`src/rtl/mdu_div_ctrl.sv`:
```
`default_nettype none
// ============================================================================
// Module   : mdu_div_ctrl
// Purpose  : Multi-cycle DIV/DIVU controller and datapath. This is a radix-2
//            restoring divider that runs 32 iterations. It sits beside the EX
//            stage and stalls the pipeline until the result is ready. It then
//            presents {remainder, quotient} in HI/LO layout to MEM.
// Revision : 1.0 - initial release
// ----------------------------------------------------------------------------
// Ports
//   clk        in   1   system clock
//   rst        in   1   asynchronous reset, active-high
//   start      in   1   level: DIV/DIVU valid in EX
//   sign       in   1   1 = DIV (signed), 0 = DIVU
//   opa        in  32   dividend (rs)
//   opb        in  32   divisor (rt)
//   flush      in   1   pipeline flush, aborts any divide
//   hold       in   1   downstream stall, pipeline cannot advance
//   stall_o    out  1   EX stall request (combinational)
//   res_valid  out  1   divres valid this cycle
//   divres     out 64   {remainder[63:32], quotient[31:0]}
// ============================================================================
module mdu_div_ctrl #(
    parameter logic [31:0] DIVZ_QUOT = 32'hFFFF_FFFF
) (
    input  logic        clk,
    input  logic        rst,
    input  logic        start,
    input  logic        sign,
    input  logic [31:0] opa,
    input  logic [31:0] opb,
    input  logic        flush,
    input  logic        hold,
    output logic        stall_o,
    output logic        res_valid,
    output logic [63:0] divres
);

    typedef enum logic [1:0] {
        ST_IDLE  = 2'd0,
        ST_RUN   = 2'd1,
        ST_DZERO = 2'd2,
        ST_DONE  = 2'd3
    } state_t;

    localparam logic [4:0] c_LAST_ITER = 5'd31;

    state_t      r_state;
    state_t      w_state_nxt;

    logic [4:0]  r_cnt;
    logic [31:0] r_rem;      // partial remainder
    logic [31:0] r_quot;     // dividend bits shift out as quotient bits shift in
    logic [31:0] r_dmag;     // divisor magnitude
    logic [31:0] r_opa;      // raw dividend, reported as remainder on divide-by-zero
    logic        r_neg_q;
    logic        r_neg_r;
    logic [63:0] r_divres;

    logic        w_latch;
    logic        w_iter;
    logic        w_last;
    logic [31:0] w_amag;
    logic [31:0] w_bmag;
    logic [32:0] w_trial;
    logic [31:0] w_rem_nxt;
    logic [31:0] w_quot_nxt;
    logic [31:0] w_q_fix;
    logic [31:0] w_r_fix;

    // ------------------------------------------------------------------
    // Qualifiers
    // ------------------------------------------------------------------
    assign w_latch = (r_state == ST_IDLE) && start && !flush;
    assign w_iter  = (r_state == ST_RUN) && !flush;
    assign w_last  = w_iter && (r_cnt == c_LAST_ITER);

    // Operand magnitudes. These are used only when the operation is signed.
    assign w_amag = (sign && opa[31]) ? (32'd0 - opa) : opa;
    assign w_bmag = (sign && opb[31]) ? (32'd0 - opb) : opb;

    // ------------------------------------------------------------------
    // One restoring iteration. The shifted partial remainder needs 33 bits.
    // It is always below twice the divisor, so a 33-bit difference keeps a
    // valid sign bit.
    // ------------------------------------------------------------------
    always_comb begin
        w_trial    = {r_rem, r_quot[31]} - {1'b0, r_dmag};
        w_rem_nxt  = {r_rem[30:0], r_quot[31]};
        w_quot_nxt = {r_quot[30:0], 1'b0};
        if (!w_trial[32]) begin
            w_rem_nxt  = w_trial[31:0];
            w_quot_nxt = {r_quot[30:0], 1'b1};
        end
    end

    // Sign fix applied to the final iteration's outputs. For 0x8000_0000 / -1,
    // neg_q is 0 and the magnitude quotient 0x8000_0000 passes through
    // unchanged.
    assign w_q_fix = r_neg_q ? (32'd0 - w_quot_nxt) : w_quot_nxt;
    assign w_r_fix = r_neg_r ? (32'd0 - w_rem_nxt)  : w_rem_nxt;

    // ------------------------------------------------------------------
    // FSM state register
    // ------------------------------------------------------------------
    always_ff @(posedge clk or posedge rst) begin
        if (rst) begin
            r_state <= ST_IDLE;
        end else begin
            r_state <= w_state_nxt;
        end
    end

    // ------------------------------------------------------------------
    // FSM next-state. Flush overrides start and hold from every state.
    // ------------------------------------------------------------------
    always_comb begin
        w_state_nxt = r_state;
        if (flush) begin
            w_state_nxt = ST_IDLE;
        end else begin
            case (r_state)
                ST_IDLE: begin
                    if (start) begin
                        w_state_nxt = (opb == 32'd0) ? ST_DZERO : ST_RUN;
                    end
                end
                ST_RUN: begin
                    if (r_cnt == c_LAST_ITER) begin
                        w_state_nxt = ST_DONE;
                    end
                end
                ST_DZERO: begin
                    w_state_nxt = ST_DONE;
                end
                ST_DONE: begin
                    if (!hold) begin
                        w_state_nxt = ST_IDLE;
                    end
                end
                default: begin
                    w_state_nxt = ST_IDLE;
                end
            endcase
        end
    end

    // ------------------------------------------------------------------
    // Datapath registers
    // ------------------------------------------------------------------
    always_ff @(posedge clk or posedge rst) begin
        if (rst) begin
            r_cnt    <= 5'd0;
            r_rem    <= 32'd0;
            r_quot   <= 32'd0;
            r_dmag   <= 32'd0;
            r_opa    <= 32'd0;
            r_neg_q  <= 1'b0;
            r_neg_r  <= 1'b0;
            r_divres <= 64'd0;
        end else begin
            if (w_latch) begin
                r_cnt   <= 5'd0;
                r_rem   <= 32'd0;
                r_quot  <= w_amag;
                r_dmag  <= w_bmag;
                r_opa   <= opa;
                r_neg_q <= sign && (opa[31] ^ opb[31]);
                r_neg_r <= sign && opa[31];
            end else if (w_iter) begin
                r_cnt  <= r_cnt + 5'd1;
                r_rem  <= w_rem_nxt;
                r_quot <= w_quot_nxt;
            end

            // divres changes only when a result is produced. An aborted divide
            // leaves the previous result in place.
            if (w_last) begin
                r_divres <= {w_r_fix, w_q_fix};
            end else if ((r_state == ST_DZERO) && !flush) begin
                r_divres <= {r_opa, DIVZ_QUOT};
            end
        end
    end

    // ------------------------------------------------------------------
    // Outputs
    // ------------------------------------------------------------------
    // stall_o is gated by rst so that it stays low for the whole reset.
    // This holds even when start is high during reset.
    assign stall_o   = !rst && !flush &&
                       (((r_state == ST_IDLE) && start) ||
                        (r_state == ST_RUN) ||
                        (r_state == ST_DZERO));
    assign res_valid = (r_state == ST_DONE);
    assign divres    = r_divres;

endmodule
`default_nettype wire

```
`config.mk`:
```
export PLATFORM = sky130hd
export DESIGN_NAME = mdu_div_ctrl
export DESIGN_NICKNAME = d
export VERILOG_FILES = /design/src/rtl/mdu_div_ctrl.sv
export SDC_FILE = /design/constraint.sdc
export NUM_CORES = 1
export LEC_CHECK = 0
export CELL_PAD_IN_SITES_DETAIL_PLACEMENT = 0
export CELL_PAD_IN_SITES_GLOBAL_PLACEMENT = 2
export CORE_MARGIN = 4
export CORE_UTILIZATION = 38
export CTS_BUF_LIST = sky130_fd_sc_hd__clkbuf_8 sky130_fd_sc_hd__clkbuf_16
export CTS_CLUSTER_SIZE = 30
export DETAILED_ROUTE_END_ITERATION = 8
export GPL_TIMING_DRIVEN = 0
export PLACE_DENSITY_LB_ADDON = 0.1
export SYNTH_ARGS = -nofsm -noshare
export SYNTH_HDL_FRONTEND = slang
export SYNTH_SLANG_ARGS = --single-unit
```
`constraint.sdc`:
```
create_clock -name clk -period 11.56 [get_ports clk]
set_input_delay 2.312 -clock clk [delete_from_list [all_inputs] [get_ports clk]]
set_output_delay 2.312 -clock clk [all_outputs]
set_load 0.05 [all_outputs]
```
## Word-level counts from Yosys, hierarchy flattened

Cells that the tools add are included.
Widths: inputs -> output; s select.

| storage, ports and cells | value |
|---|---|
| register bits after elaboration | 201 |

| cells by class | value |
|---|---|
| add/subtract/negate cells | 6 |
| equal/unequal tests | 7 |
| mux-type cells | 20 |
| bitwise logic cells | 1 |
| reductions and logical operators | 19 |

Operators by type and width:

| cell | number |
|---|---|
| $mux 32 | 9 |
| $mux 64 | 2 |
| $sub 1x32->32 const A | 4 |
| $sub 33x32->33 | 1 |
| $logic_not 32->1 | 1 |
| $logic_and 1x1->1 | 10 |
| $mux 2 | 5 |
| $mux 5 | 2 |
| $pmux 2 s4 | 1 |
| $ne 3x3->1 const B | 2 |
| $add 5x1->5 const B | 1 |
| $eq 5x5->1 const B | 1 |
| $eq 2x2->1 const B | 2 |
| $reduce_bool 2->1 | 2 |
| $ne 3x2->1 const B | 1 |
| $reduce_and 3->1 | 1 |
| $eq 2x1->1 const B | 1 |
| $logic_not 1->1 | 2 |
| $logic_not 2->1 | 1 |
| $logic_or 1x1->1 | 2 |
| $mux 1 | 1 |
| $xor 1x1->1 | 1 |

## Longest topological paths before layout

Gate-level depths: netlist (run 1).

| depth | value |
|---|---|
| depth in word-level cells | 5 |
| depth in mapped cells | 25 |
| mapped depth without buffers | 22 |

## Worst setup path after synthesis (run 1)

Ideal clock, no wire load.

| path | value |
|---|---|
| path type | input to output |
| from | input flush |
| to | output stall_o |
| data arrival time | 3.660 ns |
| slack | 5.588 ns |
| stages | 2 |
| buffers on the path | 1 |
| cell sequence | clkbuf_1 -> a211oi_1 |

| on the way | value |
|---|---|
| word-level cells in the longest chain between the ends | 3 |

RTL lines:

| item | RTL line | RTL |
|---|---|---|
| from (decl) | 32 | `input logic flush,` |
| $logic_not 1->1 | 191 | `assign stall_o = !rst && !flush &&` |
| $logic_and 1x1->1 (2 in a row) | 191 |  |
| to (decl) | 34 | `output logic stall_o,` |

No other way between the ends.

## Worst setup path in the final report (run 1)

| path | value |
|---|---|
| from | register r_quot[31] |
| to | register r_divres[62] (netlist: divres[62]) |

| on the way | value |
|---|---|
| word-level cells in the longest chain between the ends | 5 |

RTL lines:

| item | RTL line | RTL |
|---|---|---|
| from (decl) | 53 | `logic [31:0] r_quot;` |
| from (signal assigned) | 165 | `r_quot <= w_amag;` |
| from (signal assigned) | 173 | `r_quot <= w_quot_nxt;` |
| $sub 33x32->33 | 88 | `w_trial = {r_rem, r_quot[31]} - {1'b0, r_dmag};` |
| $mux 32 * | 91 | `if (!w_trial[32]) begin` |
| $sub 1x32->32 | 101 | `assign w_r_fix = r_neg_r ? (32'd0 - w_rem_nxt) : w_rem_nxt;` |
| $mux 32 * | 101 |  |
| $mux 64 * | 178 | `if (w_last) begin` |
| to (signal assigned) | 179 | `r_divres <= {w_r_fix, w_q_fix};` |
| to (signal assigned) | 181 | `r_divres <= {r_opa, DIVZ_QUOT};` |
| to (decl) | 58 | `logic [63:0] r_divres;` |

Mark *: on every way between the ends. The rest lies on a longest branch, timed or not.
A chain may end at the register's enable or synchronous reset.

==> metrics.md, run 1 <==
| Metric | Value |
|---|---|
| Worst Skew | `0.00826 ns` |
| RSZ-0062 raised after global routing | `false` |
| Post-CTS sizing | `0` |
| Mapped Area | `around 14,000 sq um` |
| Inserted Diodes | `0` |
| Post-synthesis simple-gate area fraction | `18.0%` |
| Nets | `1,889` |
| Global Route Usage Sum | `between 20% and 30%` |
| Most frequent cells in the layout | `nand2_1, o21ai_0, dfrtp_1` |
| Slew Viols, Final | `0` |
| CTS sink cnt | `201` |
| Path depth of the worst reg2reg path | `25` |
| Hold Crit Depth | `2` |
| Crit-path max cell delay | `0.80 ns` |
| Max-Slew Margin vs Limit | `between 20% and 30%` |
| Port bufs | `134` |
| Most used DFF post-synth | `dfrtp_1` |
| Fraction of synthesized area in multiplexers | `between 6 and 7%` |
| Critical setup path kind | `reg -> reg` |
| Post-Synth XOR/XNOR Area | `9.47%` |
| Asr flop ratio synth | `100%` |
| Vias in the first global route | `roughly 12,000` |
| Largest family of logic cells by synthesized area | `compound AO/OA/AOI/OAI gates` |
| Worst EP required | `11.96 ns` |
| Worst-Skew Late Latency | `~0.55 ns` |
| Clock buffer depth | `3` |
| Hold Fails Final Rpt | `0` |
| Min-delay src | `r_dmag[21]$_DFFE_PP0P_` |
| RR Startpoint | `r_quot[31]$_DFFE_PP0P_` |
| CTS tree | `done` |
| Die area | `38,900 sq um` |
| Crit path buf inv count | `7` |
| Remaining DRCs | `0` |
| Root Driver | `clkbuf_16` |
| Status | `complete, no violations` |
| First-pass GRT wire length | `72,200 microns` |
| Max Clk Rate | `127 MHz` |
| Register bit count reported by yosys | `201` |
| Synth Area in Adders | `4.01%` |
| Syn-to-layout area delta | `20.9%` |
| Slew @ Worst Pin | `1.14 ns` |
| DP Wirelength | `approximately 36,000 microns` |
| CP Launch Type | `flop` |
| CP Data Arrival Time | `8.29 ns` |
| Post-CTS Hold Fix Bufs | `0` |
| Post-CTS setup buffer count | `0` |
| Distinct cells, synth | `81` |
| Slowest CP cell | `buf_1` |
| Syn Nets | `1,726` |
| Maximum number of pins on one net before global-route repair | `120` |
| Core area | `35,400 sq um` |
| Starting Density | `between 30% and 40%` |
| Clock slew at reported path FFs | `0.06 ns` |
| Share of post-route cells with drive strength above 1 | `5.18%` |
| Antenna violations before repair | `1` |
| Commonest non-fill, non-tap cell in the layout | `nand2_1` |
| Num rows | `69` |
| Tcrit/Tclk final | `68.2%` |
| Seq/Total Area, Yosys | `37.0%` |
| Clock buffer count from CTS | `26` |
| 1st-pass router iterations | `5` |
| Final setup vio count | `0` |
| Die H | `197 microns` |
| Compound-Gate Fraction of Synth Area | `19.9%` |
| Post-DRT Antenna Nets | `0` |
| Overflow left after global routing | `0` |
| Worst Path Max Fanout | `10` |
| Top Ports | `136` |
| Via Count | `12,506` |
| Die Span X | `197 microns` |
| Maxcap violations | `0` |
| Setup TNS | `0 ns` |
| WL/cell | `20.6 microns` |
| Post-synth EDFFs | `0` |
| FF-to-FF End | `divres[62]$_DFFE_PP0P_` |
| Via-per-instance ratio | `5.55` |
| Fillers | `3,645` |
| Crit path top cell by count | `a21oi_1` |
| Initial drt markers | `about 780` |
| Crit path capture type | `flop` |
| Worst reg2reg setup slack | `3.68 ns` |
| Worst min-delay path category | `reg -> reg` |
| Syn Inst Count | `between 1,500 and 2,000` |
| Tmin final | `7.88 ns` |
| Synth warnings | `0` |
| DRT Wirelength | `approximately 46,000 microns` |
| RD Place Congestion | `0.867` |
| Largest delay share family, worst path | `buffers and inverters` |
| Hold Path Sink | `r_dmag[21]$_DFFE_PP0P_` |
| H-tree depth | `1` |
| Mapped Avg Cell Area | `8.43 sq um` |
## state kept, by name, summed over array words and instances (netlist names)
name	flops
r_cnt	5
r_neg_q	1
r_state	2
divres	64
r_neg_r	1
r_dmag	32
r_opa	32
r_rem	32
r_quot	32
## stage by stage
step                worst slack [ns]  instances  hold slack [ns]  instance area (sq um)  util (%)
detailed placement              3.76       2209            0.467                  15500      43.9
finish                          3.68       2255            0.478                  16400      46.4
floorplan                       3.77       1613            0.440                  13600         -
global route                    3.29       2255            0.494                  16400      46.4
CTS                             3.74       2255            0.482                  16400      46.4
global placement               0.619       2208            0.462                  15500      43.8
## worst max-delay path by stage
stage,to,startpoint,depth (start not counted)
4_1_cts,divres[62]$_DFFE_PP0P_,r_quot[31]$_DFFE_PP0P_,25
2_1_floorplan,divres[0]$_DFFE_PP0P_,rst,1
3_5_place_dp,divres[62]$_DFFE_PP0P_,r_quot[31]$_DFFE_PP0P_,25
5_1_grt,divres[58]$_DFFE_PP0P_,r_quot[31]$_DFFE_PP0P_,24
6_report,divres[62]$_DFFE_PP0P_,r_quot[31]$_DFFE_PP0P_,25
3_3_place_gp,divres[25]$_DFFE_PP0P_,rst,2
## synth_stat cells (all sizes together) (5+ instances only)
cell type  instances  area share (%)
a211oi            23             1.3
a21o               8            0.44
a21oi            100             3.7
a31oi              8            0.37
and2               9            0.41
and3               5            0.23
buf               16            0.73
clkbuf            83             3.2
dfrtp            201              37
ha                42             3.9
inv               55             1.5
mux2              11            0.91
mux2i             70             5.2
nand2            277             7.6
nand2b             8            0.37
nand3             16            0.59
nand4             13            0.60
nor2              73             2.0
nor2b             19            0.87
nor3              44             1.6
nor4              17            0.78
o211ai             7            0.39
o21a              11            0.61
o21ai            212             7.8
o31a               5            0.33
o31ai             23             1.3
o41ai             15             1.0
or2                5            0.23
or3               16            0.75
or4               13            0.72
xnor2             69             4.4
xor2              78             5.0
## cell type report
class	count	area [sq um]	share of cell area, %
multi-input cells	1258	7820	47.6
flip-flops and latches	201	5030	30.6
repair buffers	135	1370	8.33
clock buffers	30	706	4.29
well taps	461	577	3.51
plain buffers	99	541	3.29
inverters	55	214	1.30
clock inverters	16	180	1.10
## worst min-delay path: stages, from the launching register on
cell and delay [ns]:
dfrtp_1 0.34, nand2_1 0.05, o21ai_0 0.06
## metal layers
metal / share of wire, % / GRT usage, %
met1: 51 / 37.0
met2: 42 / 34.8
met3: 4.7 / 2.47
met4: 2.0 / 4.78
met5: 0 / 0
## cells by family (layout without fill, tap and decap cells)
logic type | Yosys count | in the layout
buffers and inverters | 154 | 335
DFF | 201 | 201
adders and majority gates | 43 | 43
xor gates and xnor gates | 147 | 147
AOI/OAI and AO/OA | 453 | 453
and+or+nand+nor | 534 | 534
muxes | 81 | 81
Power of run 1 is not shown: default switching activity piles up to over one toggle a cycle in this logic, so the estimate is an artifact.
==> run 2: changes to the inputs <==
--- a/config.mk
+++ b/config.mk
@@ -8,7 +8,7 @@
 export CELL_PAD_IN_SITES_DETAIL_PLACEMENT = 0
 export CELL_PAD_IN_SITES_GLOBAL_PLACEMENT = 2
 export CORE_MARGIN = 4
-export CORE_UTILIZATION = 38
+export CORE_UTILIZATION = 35
 export CTS_BUF_LIST = sky130_fd_sc_hd__clkbuf_8 sky130_fd_sc_hd__clkbuf_16
 export CTS_CLUSTER_SIZE = 30
 export DETAILED_ROUTE_END_ITERATION = 8
==> constraint.sdc (replaced) <==
create_clock -name clk -period 8.02 [get_ports clk]
set_input_delay 1.604 -clock clk [delete_from_list [all_inputs] [get_ports clk]]
set_output_delay 1.604 -clock clk [all_outputs]
set_load 0.05 [all_outputs]
==> metrics.md, run 2 (synthesis results as in run 1) <==
| Metric | Value |
|---|---|
| Clock buffer depth | `3` |
| Die area | `~42,000 sq um` |
| Pre-CTS WS | `-0.0366 ns` |
| CTS tree | `done` |
| Worst Skew | `0.0167 ns` |
| Crit path capture type | `flop` |
| DRT met1 WL | `24,300 microns` |
| Path depth of the worst reg2reg path | `25` |
| Tcrit/Tclk final | `between 90 and 100%` |
| Overflow left after global routing | `0` |
| Root Driver | `clkbuf_16` |
| DP Wirelength | `36,900 microns` |
| RR Startpoint | `r_quot[31]$_DFFE_PP0P_` |
| Post-DRT Antenna Nets | `0` |
| Slew @ Worst Pin | `1.26 ns` |
| Routed met2 length | `20,200 microns` |
| CP startpoint | `r_quot[31]$_DFFE_PP0P_` |
| Maxcap violations | `0` |
| CP Launch Type | `flop` |
| Fillers | `3,977` |
| Multi-input gate area | `around 7800 sq um` |
| WL/cell | `20.6 microns` |
| Commonest non-fill, non-tap cell in the layout | `nand2_1` |
| Critical setup path kind | `reg -> reg` |
| Highest Signal Layer | `met4` |
| Status | `complete, no violations` |
| FF/Latch Area | `5030 sq um` |
| Initial drt markers | `735` |
| Top Ports | `136` |
| Fin worst setup slack | `0.606 ns` |
| Via Count | `12,442` |
| 1st-pass router iterations | `5` |
| Via-per-instance ratio | `5.40` |
| Worst min-delay path category | `reg -> reg` |
| Remaining DRCs | `0` |
| Die Span X | `205 microns` |
| Nets | `1,889` |
| RD Place Congestion | `0.860` |
| Max-Slew Margin vs Limit | `15.8%` |
| Final setup vio count | `0` |
| CTS sink cnt | `201` |
| H-tree depth | `1` |
| Largest register FFs | `64` |
| Clock buffer count from CTS | `26` |
| Worst-Skew Late Latency | `roughly 0.56 ns` |
| Max Clk Rate | `135 MHz` |
| Syn-to-layout area delta | `21.3%` |
| DRT Wirelength | `47,500 microns` |
| Worst EP required | `8.43 ns` |
| Antenna violations before repair | `1` |
| Slew Viols, Final | `0` |
| Met3 wire len | `2230 microns` |
| Global Route Usage Sum | `22.2%` |
| First-pass GRT wire length | `72,900 microns` |
| CP Data Arrival Time | `slightly below 8 ns` |
| Hold Fails Final Rpt | `0` |
| Share of post-route cells with drive strength above 1 | `5.24%` |
| Vias in the first global route | `12,305` |
| Post-CTS Hold Fix Bufs | `0` |
| Port bufs | `134` |
| Inserted Diodes | `0` |
| Worst Path Max Fanout | `10` |
| Clock slew at reported path FFs | `0.06 ns` |
| Starting Density | `between 30% and 40%` |
| Tmin final | `7.41 ns` |
| Worst reg2reg setup slack | `between 0.6 and 0.7 ns` |
| RSZ-0062 raised after global routing | `false` |
| Num rows | `71` |
| Most frequent cells in the layout | `nand2_1, o21ai_0, dfrtp_1` |
| Maximum number of pins on one net before global-route repair | `between 100 and 150` |
| Die H | `a little over 200 microns` |
| Core area | `38,000 sq um` |
| FF-to-FF End | `divres[62]$_DFFE_PP0P_` |
| Critical Path End | `divres[62]$_DFFE_PP0P_` |
## run 2: worst min path at each step
stage	from	to	cells after the start
after CTS	r_opa[3]$_DFFE_PP0P_	r_opa[3]$_DFFE_PP0P_	2
after detailed placement	r_opa[3]$_DFFE_PP0P_	r_opa[3]$_DFFE_PP0P_	2
after floorplan	r_opa[23]$_DFFE_PP0P_	r_opa[23]$_DFFE_PP0P_	2
after global routing	r_dmag[25]$_DFFE_PP0P_	r_dmag[25]$_DFFE_PP0P_	2
final	r_dmag[29]$_DFFE_PP0P_	r_dmag[29]$_DFFE_PP0P_	2
after global placement	r_opa[25]$_DFFE_PP0P_	r_opa[25]$_DFFE_PP0P_	2
## run 2: stage by stage
step / util [%] / instances / cell area [sq um] / setup TNS [ns] / hold slack, ns
global route: 43.4 / 2306 / 16500 / 0 / 0.505
floorplan: - / 1613 / 13600 / 0 / 0.440
detailed placement: 41.1 / 2259 / 15600 / -0.0422 / 0.468
finish: 43.4 / 2306 / 16500 / 0 / 0.476
CTS: 43.4 / 2306 / 16500 / 0 / 0.482
global placement: 41.0 / 2258 / 15600 / -447.87 / 0.463
## run 2: area by class of cell
type	count	area share, %
Buffer	99	3.29
Clock buffer	31	4.36
Clock inverter	16	0.949
Inverter	55	1.30
Multi-Input combinational cell	1258	47.4
Sequential cell	201	30.5
Tap cell	511	3.88
Timing Repair Buffer	135	8.30
## run 2: timing repair
item / 4_1_cts / 5_1_grt
setup endpoints to repair: 3 / 9
gates cloned: 0 / 0
resized for setup: 1 / 3
buffers inserted: 0 / 0
## run 2: metal layers
metal | track usage (%) | vias up
li1 | - | 6022
met1 | 34.4 | 6106
met2 | 33.2 | 273
met3 | 2.56 | 41
met4 | 4.40 | 0
met5 | 0 | -
## run 2: critical path, stage by stage, from the launching register on
cell	delay (ns)
dfrtp_1	0.52
inv_1	0.12
ha_1	0.18
inv_1	0.06
fa_1	0.42
a211oi_2	0.32
o31ai_2	0.16
o2111ai_1	0.53
a21oi_1	0.21
nor3_1	0.30
nor2_1	0.12
inv_2	0.19
clkbuf_8	0.26
clkbuf_2	0.38
clkbuf_2	0.46
nor2_1	0.08
a21oi_1	0.25
ha_1	0.30
inv_1	0.08
or4_1	0.63
or4_1	0.55
nor3b_1	0.27
a21oi_1	0.12
o41ai_1	0.47
xnor2_1	0.19
a21oi_1	0.09
Power of run 2 is left out for the same reason.
==> run 3: changes to the inputs <==
==> config.mk (replaced) <==
export PLATFORM = sky130hd
export DESIGN_NAME = mdu_div_ctrl
export DESIGN_NICKNAME = d
export VERILOG_FILES = /design/src/rtl/mdu_div_ctrl.sv
export SDC_FILE = /design/constraint.sdc
export NUM_CORES = 1
export LEC_CHECK = 0
export CELL_PAD_IN_SITES_DETAIL_PLACEMENT = 1
export CELL_PAD_IN_SITES_GLOBAL_PLACEMENT = 1
export CORE_UTILIZATION = 44
export CTS_BUF_LIST = sky130_fd_sc_hd__clkbuf_8 sky130_fd_sc_hd__clkbuf_16
export CTS_CLUSTER_SIZE = 30
export DETAILED_ROUTE_END_ITERATION = 8
export GPL_TIMING_DRIVEN = 0
export HOLD_SLACK_MARGIN = 0.05
export PLACE_DENSITY_LB_ADDON = 0.1
export SYNTH_ARGS = -nofsm -noshare
export SYNTH_HDL_FRONTEND = slang
export SYNTH_SLANG_ARGS = --single-unit
==> metrics.md, run 3 (synthesis results as in run 1) <==
| Metric | Value |
|---|---|
| Status | `complete, no violations` |
| Via-per-instance ratio | `5.97` |
| Largest register FFs | `64` |
| Commonest non-fill, non-tap cell in the layout | `nand2_1` |
| Tcrit/Tclk final | `92.1%` |
| Port bufs | `134` |
| CTS tree | `done` |
| DP Wirelength | `about 37,000 microns` |
| Worst min-delay path category | `reg -> reg` |
| Final instance area | `about 16,000 sq um` |
| Via Count | `13,031` |
| Pre-CTS WS | `about 0.2 ns` |
| Maximum number of pins on one net before global-route repair | `110` |
| CP Launch Type | `flop` |
| Initial drt markers | `between 800 and 900` |
| Antenna violations before repair | `1` |
| Maxcap violations | `0` |
| 1st-pass router iterations | `7` |
| Max-Slew Margin vs Limit | `6.62%` |
| Crit-path max cell delay | `0.62 ns` |
| Hold Fails Final Rpt | `0` |
| Post-DRT Antenna Nets | `0` |
| Die area | `roughly 32,000 sq um` |
| Slew Viols, Final | `0` |
| Crit path capture type | `flop` |
| Post-CTS Hold Fix Bufs | `0` |
| Final setup vio count | `0` |
| Nets | `1,888` |
| Critical setup path kind | `reg -> reg` |
| Slowest CP cell | `or4_1` |
| Starting Density | `a little under half` |
| H-tree depth | `1` |
| Top Ports | `136` |
| WL/cell | `22.1 microns` |
| RSZ-0062 raised after global routing | `false` |
| Remaining DRCs | `0` |
| Largest delay share family, worst path | `compound AO/OA/AOI/OAI gates` |
| Num rows | `between 60 and 70` |
| Fillers | `3,617` |
| Worst EP required | `about 8.4 ns` |
| Clock slew at reported path FFs | `approximately 0.06 ns` |
| Clock buffer depth | `3` |
| CP Data Arrival Time | `7.76 ns` |
| Max Clk Rate | `~140 MHz` |
| Core area | `30,000 sq um` |
| Worst-Skew Late Latency | `roughly 0.53 ns` |
| RD Place Congestion | `0.911` |
| First-pass GRT wire length | `74,500 microns` |
| Root Driver | `clkbuf_16` |
| Fin worst setup slack | `between 0.6 and 0.7 ns` |
| Global Route Usage Sum | `30.6%` |
| Overflow left after global routing | `0` |
| Worst Path Max Fanout | `10` |
| Die H | `178 microns` |
| Worst Skew | `0.0223 ns` |
| Cell Area, Placed | `about 15,000 sq um` |
| Clock buffer count from CTS | `25` |
| Vias in the first global route | `~13,000` |
| DRT Wirelength | `48,100 microns` |
| Slew @ Worst Pin | `1.40 ns` |
| Inserted Diodes | `0` |
| Tmin final | `7.38 ns` |
| Most frequent cells in the layout | `nand2_1, o21ai_0, dfrtp_1` |
| Share of post-route cells with drive strength above 1 | `5.14%` |
| Crit path top cell by count | `a21oi_1` |
| Crit path buf inv count | `7` |
| CTS sink cnt | `201` |
| Syn-to-layout area delta | `20.0%` |
| Die Span X | `178 microns` |
==> run 3: cell count changes in the layout (fill, tap and decap cells not counted), sizes merged <==
cell,previous run,this run
clkinvlp,2,0
clkbuf,115,119
clkinv,6,2
inv,61,59
==> run 3: worst paths after layout <==
path | start | endpoint | slack (ns) | cells after the start
setup / recovery | r_quot[31]$_DFFE_PP0P_ | divres[62]$_DFFE_PP0P_ | 0.64 | 25
hold / removal | r_dmag[10]$_DFFE_PP0P_ | r_dmag[10]$_DFFE_PP0P_ | 0.48 | 2
setup reg to reg | r_quot[31]$_DFFE_PP0P_ | divres[62]$_DFFE_PP0P_ | 0.64 | 25
hold reg to reg | r_dmag[10]$_DFFE_PP0P_ | r_dmag[10]$_DFFE_PP0P_ | 0.48 | 2
max in group asynchronous | rst | r_rem[22]$_DFFE_PP0P_ | 5.37 | 3
min in group asynchronous | rst | divres[36]$_DFFE_PP0P_ | 1.63 | 2
==> run 3: timing repair <==
item | CTS | global route
setup buffers | 0 | 0
resized for setup | 0 | 3
setup endpoints to repair | 0 | 7
==> run 3: through the flow <==
step	instances	setup TNS [ns]	utilization [%]	hold slack, ns
floorplan	1613	0	-	0.440
global placement	2137	-404.92	51.4	0.465
detailed placement	2138	0	51.5	0.462
CTS	2181	0	54.3	0.484
global route	2181	0	54.3	0.505
finish	2181	0	54.3	0.480
==> run 3: layout make-up <==
cell class	instances	area, sq um	share of cell area (%)
Clock inverter	8	88.8	0.545
Multi-Input combinational cell	1258	7820	47.9
Timing Repair Buffer	135	1370	8.39
Tap cell	390	488	2.99
Buffer	99	543	3.33
Inverter	55	214	1.31
Sequential cell	201	5030	30.8
Clock buffer	35	763	4.68
==> run 3: layer usage <==
layer	vias to the layer above	track usage [%]	wire length, microns	share of wire (%)
li1	6000	-	-	-
met1	6649	44.7	23400	49
met2	316	47.7	21400	45
met3	66	3.02	1970	4.1
met4	0	8.55	1290	2.7
met5	-	0	0	0
==> run 3: worst register-to-register path: cells and delay by family (launching register included) <==
family          cells  cell delay, ns
buf+inv             7            1.52
simple gates        6            1.94
fa+ha+maj           3            0.93
xor+xnor            1            0.19
flops               1            0.53
compound gates      8            2.11
Power of run 3 is left out for the same reason.
